$ cat src/rtl/channel_avg_pkg.sv
// rtl/channel_avg_pkg.sv - shared state encoding and default parameters for channel_averager
package channel_avg_pkg;

    typedef enum logic {
        RUN = 1'b0,
        CLR = 1'b1
    } avg_state_t;

    localparam int DEF_DATA_W = 8;
    localparam int DEF_NUM_CH = 4;
    localparam int DEF_LOG2_N = 2;
    localparam int DEF_ROUND  = 0;

endpackage

$ cat src/rtl/avg_ch_slice.sv
// rtl/avg_ch_slice.sv - one channel's running sum and sample counter
module avg_ch_slice
    import channel_avg_pkg::*;
#(
    parameter int DATA_W = DEF_DATA_W,
    parameter int LOG2_N = DEF_LOG2_N
) (
    input  logic                     clk_2,
    input  logic                     reset_n,
    input  logic                     zero,
    input  logic                     add,
    input  logic [DATA_W-1:0]        data_in,
    output logic                     done,
    output logic [DATA_W+LOG2_N-1:0] sum
);

    localparam int ACC_W = DATA_W + LOG2_N;

    logic [ACC_W-1:0]  accum;
    logic [LOG2_N-1:0] cnt;

    // sum is the total including the sample being presented; done marks the Nth sample
    assign sum  = accum + ACC_W'(data_in);
    assign done = &cnt;

    always_ff @(posedge clk_2 or negedge reset_n) begin
        if (!reset_n) begin
            accum <= '0;
            cnt   <= '0;
        end else if (zero) begin
            accum <= '0;
            cnt   <= '0;
        end else if (add) begin
            if (done) begin
                accum <= '0;
                cnt   <= '0;
            end else begin
                accum <= sum;
                cnt   <= cnt + 1'b1;
            end
        end
    end

endmodule

$ cat src/rtl/channel_averager.sv
// rtl/channel_averager.sv - per-channel N-sample averager with clear sweep and shared output register
module channel_averager
    import channel_avg_pkg::*;
#(
    parameter int DATA_W = DEF_DATA_W,
    parameter int NUM_CH = DEF_NUM_CH,
    parameter int LOG2_N = DEF_LOG2_N,
    parameter int ROUND  = DEF_ROUND,
    localparam int CH_W  = (NUM_CH > 2) ? $clog2(NUM_CH) : 1
) (
    input  logic              clk_2,
    input  logic              reset_n,
    input  logic              clear,
    input  logic              in_valid,
    input  logic [CH_W-1:0]   in_ch,
    input  logic [DATA_W-1:0] data_in,
    output logic              in_ready,
    output logic              out_valid,
    output logic [CH_W-1:0]   out_ch,
    output logic [DATA_W-1:0] avg_out,
    output logic              err_ch
);

    localparam int ACC_W = DATA_W + LOG2_N;
    localparam logic [CH_W:0]  NUM_CH_L = (CH_W + 1)'(NUM_CH);
    localparam logic [CH_W-1:0] LAST_CH = CH_W'(NUM_CH - 1);
    localparam logic [ACC_W:0] HALF     = (ACC_W + 1)'(1 << (LOG2_N - 1));

    avg_state_t      state, state_nxt;
    logic [CH_W-1:0] clr_idx, clr_idx_nxt;

    logic             in_range, offer, accept, bad;
    logic [NUM_CH-1:0] ch_done;
    logic [ACC_W-1:0] ch_sum [NUM_CH];
    logic             sel_done;
    logic [ACC_W-1:0] sel_sum;
    logic [ACC_W:0]   rnd_sum;
    logic [DATA_W:0]  rnd_q;
    logic [DATA_W-1:0] avg_nxt;

    assign in_range = {1'b0, in_ch} < NUM_CH_L;
    assign offer    = in_valid && in_ready && !clear;
    assign accept   = offer && in_range;
    assign bad      = offer && !in_range;

    always_ff @(posedge clk_2 or negedge reset_n) begin
        if (!reset_n) begin
            state   <= RUN;
            clr_idx <= '0;
        end else begin
            state   <= state_nxt;
            clr_idx <= clr_idx_nxt;
        end
    end

    // a clear seen in either state (re)starts the sweep at channel 0
    always_comb begin
        state_nxt   = state;
        clr_idx_nxt = clr_idx;
        in_ready    = 1'b0;
        case (state)
            RUN: begin
                in_ready = 1'b1;
                if (clear) begin
                    state_nxt   = CLR;
                    clr_idx_nxt = '0;
                end
            end
            CLR: begin
                if (clear) begin
                    clr_idx_nxt = '0;
                end else if (clr_idx == LAST_CH) begin
                    state_nxt   = RUN;
                    clr_idx_nxt = '0;
                end else begin
                    clr_idx_nxt = clr_idx + 1'b1;
                end
            end
            default: state_nxt = RUN;
        endcase
    end

    for (genvar g = 0; g < NUM_CH; g++) begin : g_slice
        avg_ch_slice #(
            .DATA_W (DATA_W),
            .LOG2_N (LOG2_N)
        ) u_slice (
            .clk_2   (clk_2),
            .reset_n (reset_n),
            .zero    ((state == CLR) && (clr_idx == CH_W'(g))),
            .add     (accept && (in_ch == CH_W'(g))),
            .data_in (data_in),
            .done    (ch_done[g]),
            .sum     (ch_sum[g])
        );
    end

    // only the addressed channel can complete in a given cycle
    always_comb begin
        sel_done = 1'b0;
        sel_sum  = '0;
        for (int i = 0; i < NUM_CH; i++) begin
            if (in_ch == CH_W'(i)) begin
                sel_done = ch_done[i];
                sel_sum  = ch_sum[i];
            end
        end
    end

    assign rnd_sum = {1'b0, sel_sum} + HALF;
    assign rnd_q   = rnd_sum[ACC_W:LOG2_N];
    assign avg_nxt = (ROUND != 0) ? (rnd_q[DATA_W] ? {DATA_W{1'b1}} : rnd_q[DATA_W-1:0])
                                  : sel_sum[ACC_W-1:LOG2_N];

    always_ff @(posedge clk_2 or negedge reset_n) begin
        if (!reset_n) begin
            out_valid <= 1'b0;
            out_ch    <= '0;
            avg_out   <= '0;
            err_ch    <= 1'b0;
        end else begin
            out_valid <= accept && sel_done;
            err_ch    <= bad;
            if (accept && sel_done) begin
                out_ch  <= in_ch;
                avg_out <= avg_nxt;
            end
        end
    end

endmodule

$ cat config.mk
export PLATFORM = sky130hd
export DESIGN_NAME = channel_averager
export DESIGN_NICKNAME = d
export VERILOG_FILES = /design/src/rtl/channel_avg_pkg.sv /design/src/rtl/avg_ch_slice.sv /design/src/rtl/channel_averager.sv
export SDC_FILE = /design/constraint.sdc
export NUM_CORES = 1
export LEC_CHECK = 0
export BUFFER_PORTS_ARGS = -buffer_cell sky130_fd_sc_hd__buf_2
export CORE_ASPECT_RATIO = 1.75
export CORE_MARGIN = 1.5
export CORE_UTILIZATION = 53
export CTS_CLUSTER_DIAMETER = 30
export DETAILED_ROUTE_END_ITERATION = 7
export PLACE_DENSITY = 0.68
export SETUP_SLACK_MARGIN = 0.5
export SLEW_MARGIN = 40
export SYNTH_ARGS = -nofsm -noshare
export SYNTH_HDL_FRONTEND = slang
export SYNTH_HIERARCHICAL = 1
export SYNTH_SLANG_ARGS = --single-unit
$ cat constraint.sdc
create_clock -name clk_2 -period 7.71 [get_ports clk_2]
set_clock_uncertainty 0.15 [all_clocks]
set_input_delay 0 -clock clk_2 [delete_from_list [all_inputs] [get_ports clk_2]]
set_output_delay 0 -clock clk_2 [all_outputs]
set_load 0.02 [all_outputs]
==> run metrics, run 1 <==
Critical Path Max Stage Delay=0.46 ns; P_int=0.000677 W; DR iter-0 viols=136; clk_lat worst skew=roughly 0.34 ns; Die Width=72.9 microns; Worst-path clk slew=0.05 ns; vias=3318; Rows=between 40 and 50; drt first pass iters=4; Crit path buffers/inverters=1; layout cells sized above 1=0.171; Post-DP HPWL=7.43 mm; minimum clock period=2.96 ns; # diodes=0; peak supply drop=170 uV; clock group share of total power=0.407; Worst Path Required=7.78 ns; crit path capture type=flop; sequential power share=0.371; sw frac=0.304; Hold Crit Class=input port to flop; DIE AREA=9130 sq um; Worst-Margin Slew=0.633 ns; first-pass GRT wire length=approximately 16 mm; GP Congestion=0.837; cts hold-fix bufs=3; initial antenna violation count=0; period utilization=0.384; Final Hold Fails=0; Synthesis Warnings=6; Net Count, Synth=487; CTS sink cnt=62; CTS tree=built; Final Max Tran Viols=0; Mean Syn Cell Area=10.6 sq um; vias in the first global route=3351; Worst slew margin=0.575; Final Setup Violations=0; Max Fanout on Critical Path=3; unrepaired setup endpoints after global routing=no; remaining global-route overflow=0; Top delay family on crit path=multiplexers; Crit Path Class=flop to flop; Post-Route WL=9.75 mm; Final nets=roughly 520; Top Ports=27; worst-case clock buffer depth=2; initial core utilization=0.545; Critical Path, Cell by Cell=ha_1 > inv_1 > fa_1 > nor2b_4 > o31a_1 > o21a_1 > or3_1 > and2_1 > mux4_2 > mux2_4; Design Area, Final=5070 sq um; drt wl/cell=16.9 microns; Clock Tree Root=clkbuf_16; Power Density=192 nW/um^2; chip height=125 microns; Layout area overhead=11.9%; Netlist Area Pre-Place=roughly 4500 sq um; DP Area=~4700 sq um; CP arrival=3.03 ns; Logic pwr share=0.223; core area=8310 sq um; number of buffers created by CTS=9; Worst path slowest cell=mux4_2; largest net degree at the start of global routing=63; Port Buffer Count=25; Fmax=about 0.34 GHz; maxcap violations=0; post-CTS resize count=0; # DRC=0; status=finished clean; Static Leakage=2.45 nW; Overall Global Routing Usage=0.235; Routed Antenna Nets=0; Synth Instances=429; setup total negative slack=0 ns; CP Launch Type=flop; Post-CTS Repair Setup Buffers=0; Vias/cell=around 5.8; Psw=0.000296 W; H-tree level count=3
## flip-flops by register name (all words and copies together), names as in the netlist
signal,cells
g_slice.u_slice/accum,40
avg_out,8
clr_idx,2
out_ch,2
out_valid,1
g_slice.u_slice/cnt,8
state,1
## power by group through the flow
stage	sequential, W	clock, W	combinational (W)
after global placement	0.000365	0	0.000212
after detailed placement	0.000366	0	0.000217
after CTS	0.000361	0.000404	0.000219
after global routing	0.000363	0.000422	0.000242
final	0.000361	0.000396	0.000217
after floorplan	0.000364	0	0.000158
## tightest hold or removal path, cell delays in order
cell,delay [ns]
buf_2,0.10
or3b_2,0.21
o21ai_0,0.09
o21ai_0,0.07
## layout by cell type, fill, tap and decap left out, drive strengths merged, types with 14 or more instances in the layout
cell	n
nor2	34
xnor2	16
a21oi	25
mux2i	18
dfrtp	62
buf	27
ha	40
o21ai	22
inv	17
nand2	21
nand2b	14
a22o	16
## metal layers
metal | up-vias | global-route usage | share of wire
li1 | 1633 | - | -
met1 | 1605 | 0.261 | 0.40
met2 | 58 | 0.410 | 0.54
met3 | 22 | 0.0435 | 0.026
met4 | 0 | 0.129 | 0.039
met5 | - | 0 | 0
## final timing paths
path                                              from                           to  slack, ns  depth (start not counted)
min in group asynchronous                      reset_n  g_slice[2].u_slice/accum[9]       0.12                          3
min reg2reg                                 avg_out[1]                   avg_out[1]       0.35                          1
min                                           in_valid                    out_ch[1]       0.02                          4
max reg2reg                g_slice[3].u_slice/accum[0]                   avg_out[4]       4.75                         10
max                        g_slice[3].u_slice/accum[0]                   avg_out[4]       4.75                         10
max in group asynchronous                      reset_n  g_slice[3].u_slice/accum[7]       6.86                          3
## area by class of cell
| class | instances | area, sq um |
|---|---|---|
| fillers | 685 | 3240 |
| multi-input cells | 337 | 2850 |
| flip-flops and latches | 62 | 1550 |
| clock buffers | 9 | 225 |
| repair buffers | 30 | 174 |
| well taps | 115 | 144 |
| clock inverters | 7 | 65.1 |
| inverters | 17 | 63.8 |
## through the flow
step / instances / setup WS (ns) / util / total power (W) / hold slack (ns)
floorplan: 429 / 4.92 / - / 0.000523 / -0.446
global placement: 558 / 4.67 / 0.570 / 0.000577 / 0.0744
detailed placement: 558 / 4.79 / 0.571 / 0.000583 / 0.0786
CTS: 577 / 4.75 / 0.609 / 0.000984 / 0.0226
global route: 577 / 4.62 / 0.610 / 0.00103 / 0.0491
finish: 577 / 4.75 / 0.610 / 0.000973 / 0.0232
(Power assumes the default switching activity.)
==> run 2: changes to the inputs <==
==> constraint.sdc (replaced) <==
create_clock -name clk_2 -period 2.97 [get_ports clk_2]
set_clock_uncertainty 0.15 [all_clocks]
set_input_delay 0 -clock clk_2 [delete_from_list [all_inputs] [get_ports clk_2]]
set_output_delay 0 -clock clk_2 [all_outputs]
set_load 0.02 [all_outputs]
==> run 2 against run 1 <==
  * First-iteration DRC count is 48% higher
  * Count of clock-buffer cells in the layout up 5
  * Sequential power increased to 2.6 times the previous value
  * Critical endpoint unchanged
  * Sequential cell count unchanged
  * Sequential share of layout area down 2.0 points
  * Cell count rose by 4.5%
  * Via count up 7.2%
  * Highest routed layer unchanged
  * Largest power group unchanged
  * Critical path type unchanged
  * Hold slack got worse by 0.014 ns
==> run metrics, run 2 (synthesis results as in run 1) <==
placed cells=568; worst-case clock buffer depth=2; Static Leakage=roughly 2.6 nW; Worst-path clk slew=0.05 ns; vias in the first global route=3489; most flop-heavy register=g_slice.u_slice/accum; Worst Path Required=3.03 ns; Port Buffer Count=25; Layout area overhead=19.8%; Top Ports=27; drt wl/cell=about 18 microns; GP Congestion=0.865; peak supply drop=402 uV; drt first pass iters=4; initial core utilization=0.545; remaining global-route overflow=0; Non-Filler Instances=603; maxcap violations=0; minimum clock period=2.88 ns; Worst-Margin Slew=approximately 0.6 ns; Die Width=72.9 microns; unrepaired setup endpoints after global routing=yes; Rows=44; biggest regs=g_slice.u_slice/accum x40, avg_out x8, g_slice.u_slice/cnt x8; Worst path slowest cell=mux4_2; clk_lat worst skew=roughly 0.33 ns; # diodes=0; layout cells sized above 1=0.268; initial antenna violation count=0; Hold Crit Class=input port to asynchronous set/reset pin; CP Launch Type=flop; Final Hold Fails=0; Final Setup Violations=0; CTS sink cnt=62; Crit path buffers/inverters=1; Routed Antenna Nets=0; core area=8310 sq um; Post-Route WL=10.7 mm; Critical Path Max Stage Delay=approximately 0.44 ns; most frequent cells in the layout=62 x dfrtp_1, 36 x ha_1, 34 x nor2_1, 29 x buf_4; number of buffers created by CTS=9; DIE AREA=9130 sq um; most common cell after layout, fill and taps aside=dfrtp_1; FILL cells=646; period utilization=0.970; max FFs per register=40; Max Fanout on Critical Path=3; # DRC=0; Overall Global Routing Usage=0.244; Worst slew margin=0.598; largest net degree at the start of global routing=28; Power Density=462 nW/um^2; Post-DP HPWL=around 7.8 mm; status=finished clean; CP arrival=2.94 ns; setup total negative slack=0 ns; Vias/cell=5.90; DP Area=about 4800 sq um; Critical Path, Cell by Cell=ha_4 > inv_2 > fa_2 > nor2b_4 > o31a_1 > o21a_1 > or3_4 > and2_4 > mux4_2 > mux2_4; vias=3558; Fmax=0.347 GHz; Top delay family on crit path=multiplexers; Clock Tree Root=clkbuf_16; chip height=between 100 and 150 microns; CTS tree=built; Final Max Tran Viols=0; final design utilization=0.653; crit path capture type=flop; H-tree level count=3; Design Area, Final=5430 sq um; Final nets=542; DR iter-0 viols=201; first-pass GRT wire length=16.8 mm; Crit Path Class=flop to flop
## run 2: final cells by class
class	count	area, sq um	area share
clock inverter	1	5.00	0.000922
inverter	17	63.8	0.0118
timing repair buffer	57	373	0.0687
clock buffer	14	264	0.0486
sequential	62	1550	0.286
multi-input combinational	337	3030	0.558
tap	115	144	0.0265
## run 2: per-layer routing
metal  vias to the layer above  GRT usage  wire length, microns
met5                         -          0                     0
met4                         0      0.117                   390
met3                        25     0.0419                   303
met2                        88      0.431                  5750
met1                      1754      0.275                  4240
li1                       1691          -                     -
## run 2: worst paths after layout
kind	startpoint	endpoint	slack (ns)	cells past startpoint
setup / recovery	g_slice[2].u_slice/accum[0]	avg_out[4]	0.09	10
hold / removal	reset_n	g_slice[2].u_slice/accum[7]	0.009	2
setup reg to reg	g_slice[2].u_slice/accum[0]	avg_out[4]	0.09	10
hold reg to reg	out_ch[0]	out_ch[0]	0.35	1
max in group asynchronous	reset_n	g_slice[0].u_slice/accum[5]	1.95	3
min in group clk_2	in_valid	out_valid	0.02	4
## run 2: repair_timing
action / 4_1_cts / 5_1_grt
gates cloned: 0 / 0
hold buffers: 3 / 0
pin swaps: 10 / 9
setup endpoints to repair: 6 / 10
buffers inserted: 7 / 10
hold endpoints to repair: 67 / 0
gates resized for setup: 19 / 14
## run 2: worst register-to-register path, cell delays in order (launching register included)
cell and delay (ns):
dfrtp_1 0.40, ha_4 0.18, inv_2 0.05, fa_2 0.23, nor2b_4 0.05, o31a_1 0.31, o21a_1 0.20, or3_4 0.33
and2_4 0.17, mux4_2 0.44, mux2_4 0.27
## run 2: per-stage QoR
step           total power (W)  hold WS, ns  setup slack, ns
3_3_place_gp           0.00149       -0.178            0.122
3_5_place_dp           0.00151       -0.182           0.0809
5_1_grt                0.00263       0.0447         -0.00375
4_1_cts                0.00250       0.0123           0.0800
2_1_floorplan          0.00136       -0.446            0.205
6_report               0.00251      0.00917           0.0880
## run 2: power breakdown
group / switching (W) / leakage (nW) / internal, W / total, W
sequential: 0.0000427 / 0.854 / 0.000897 / 0.000939
clock: 0.000361 / 0.133 / 0.000604 / 0.000966
combinational: 0.000359 / 1.64 / 0.000243 / 0.000602
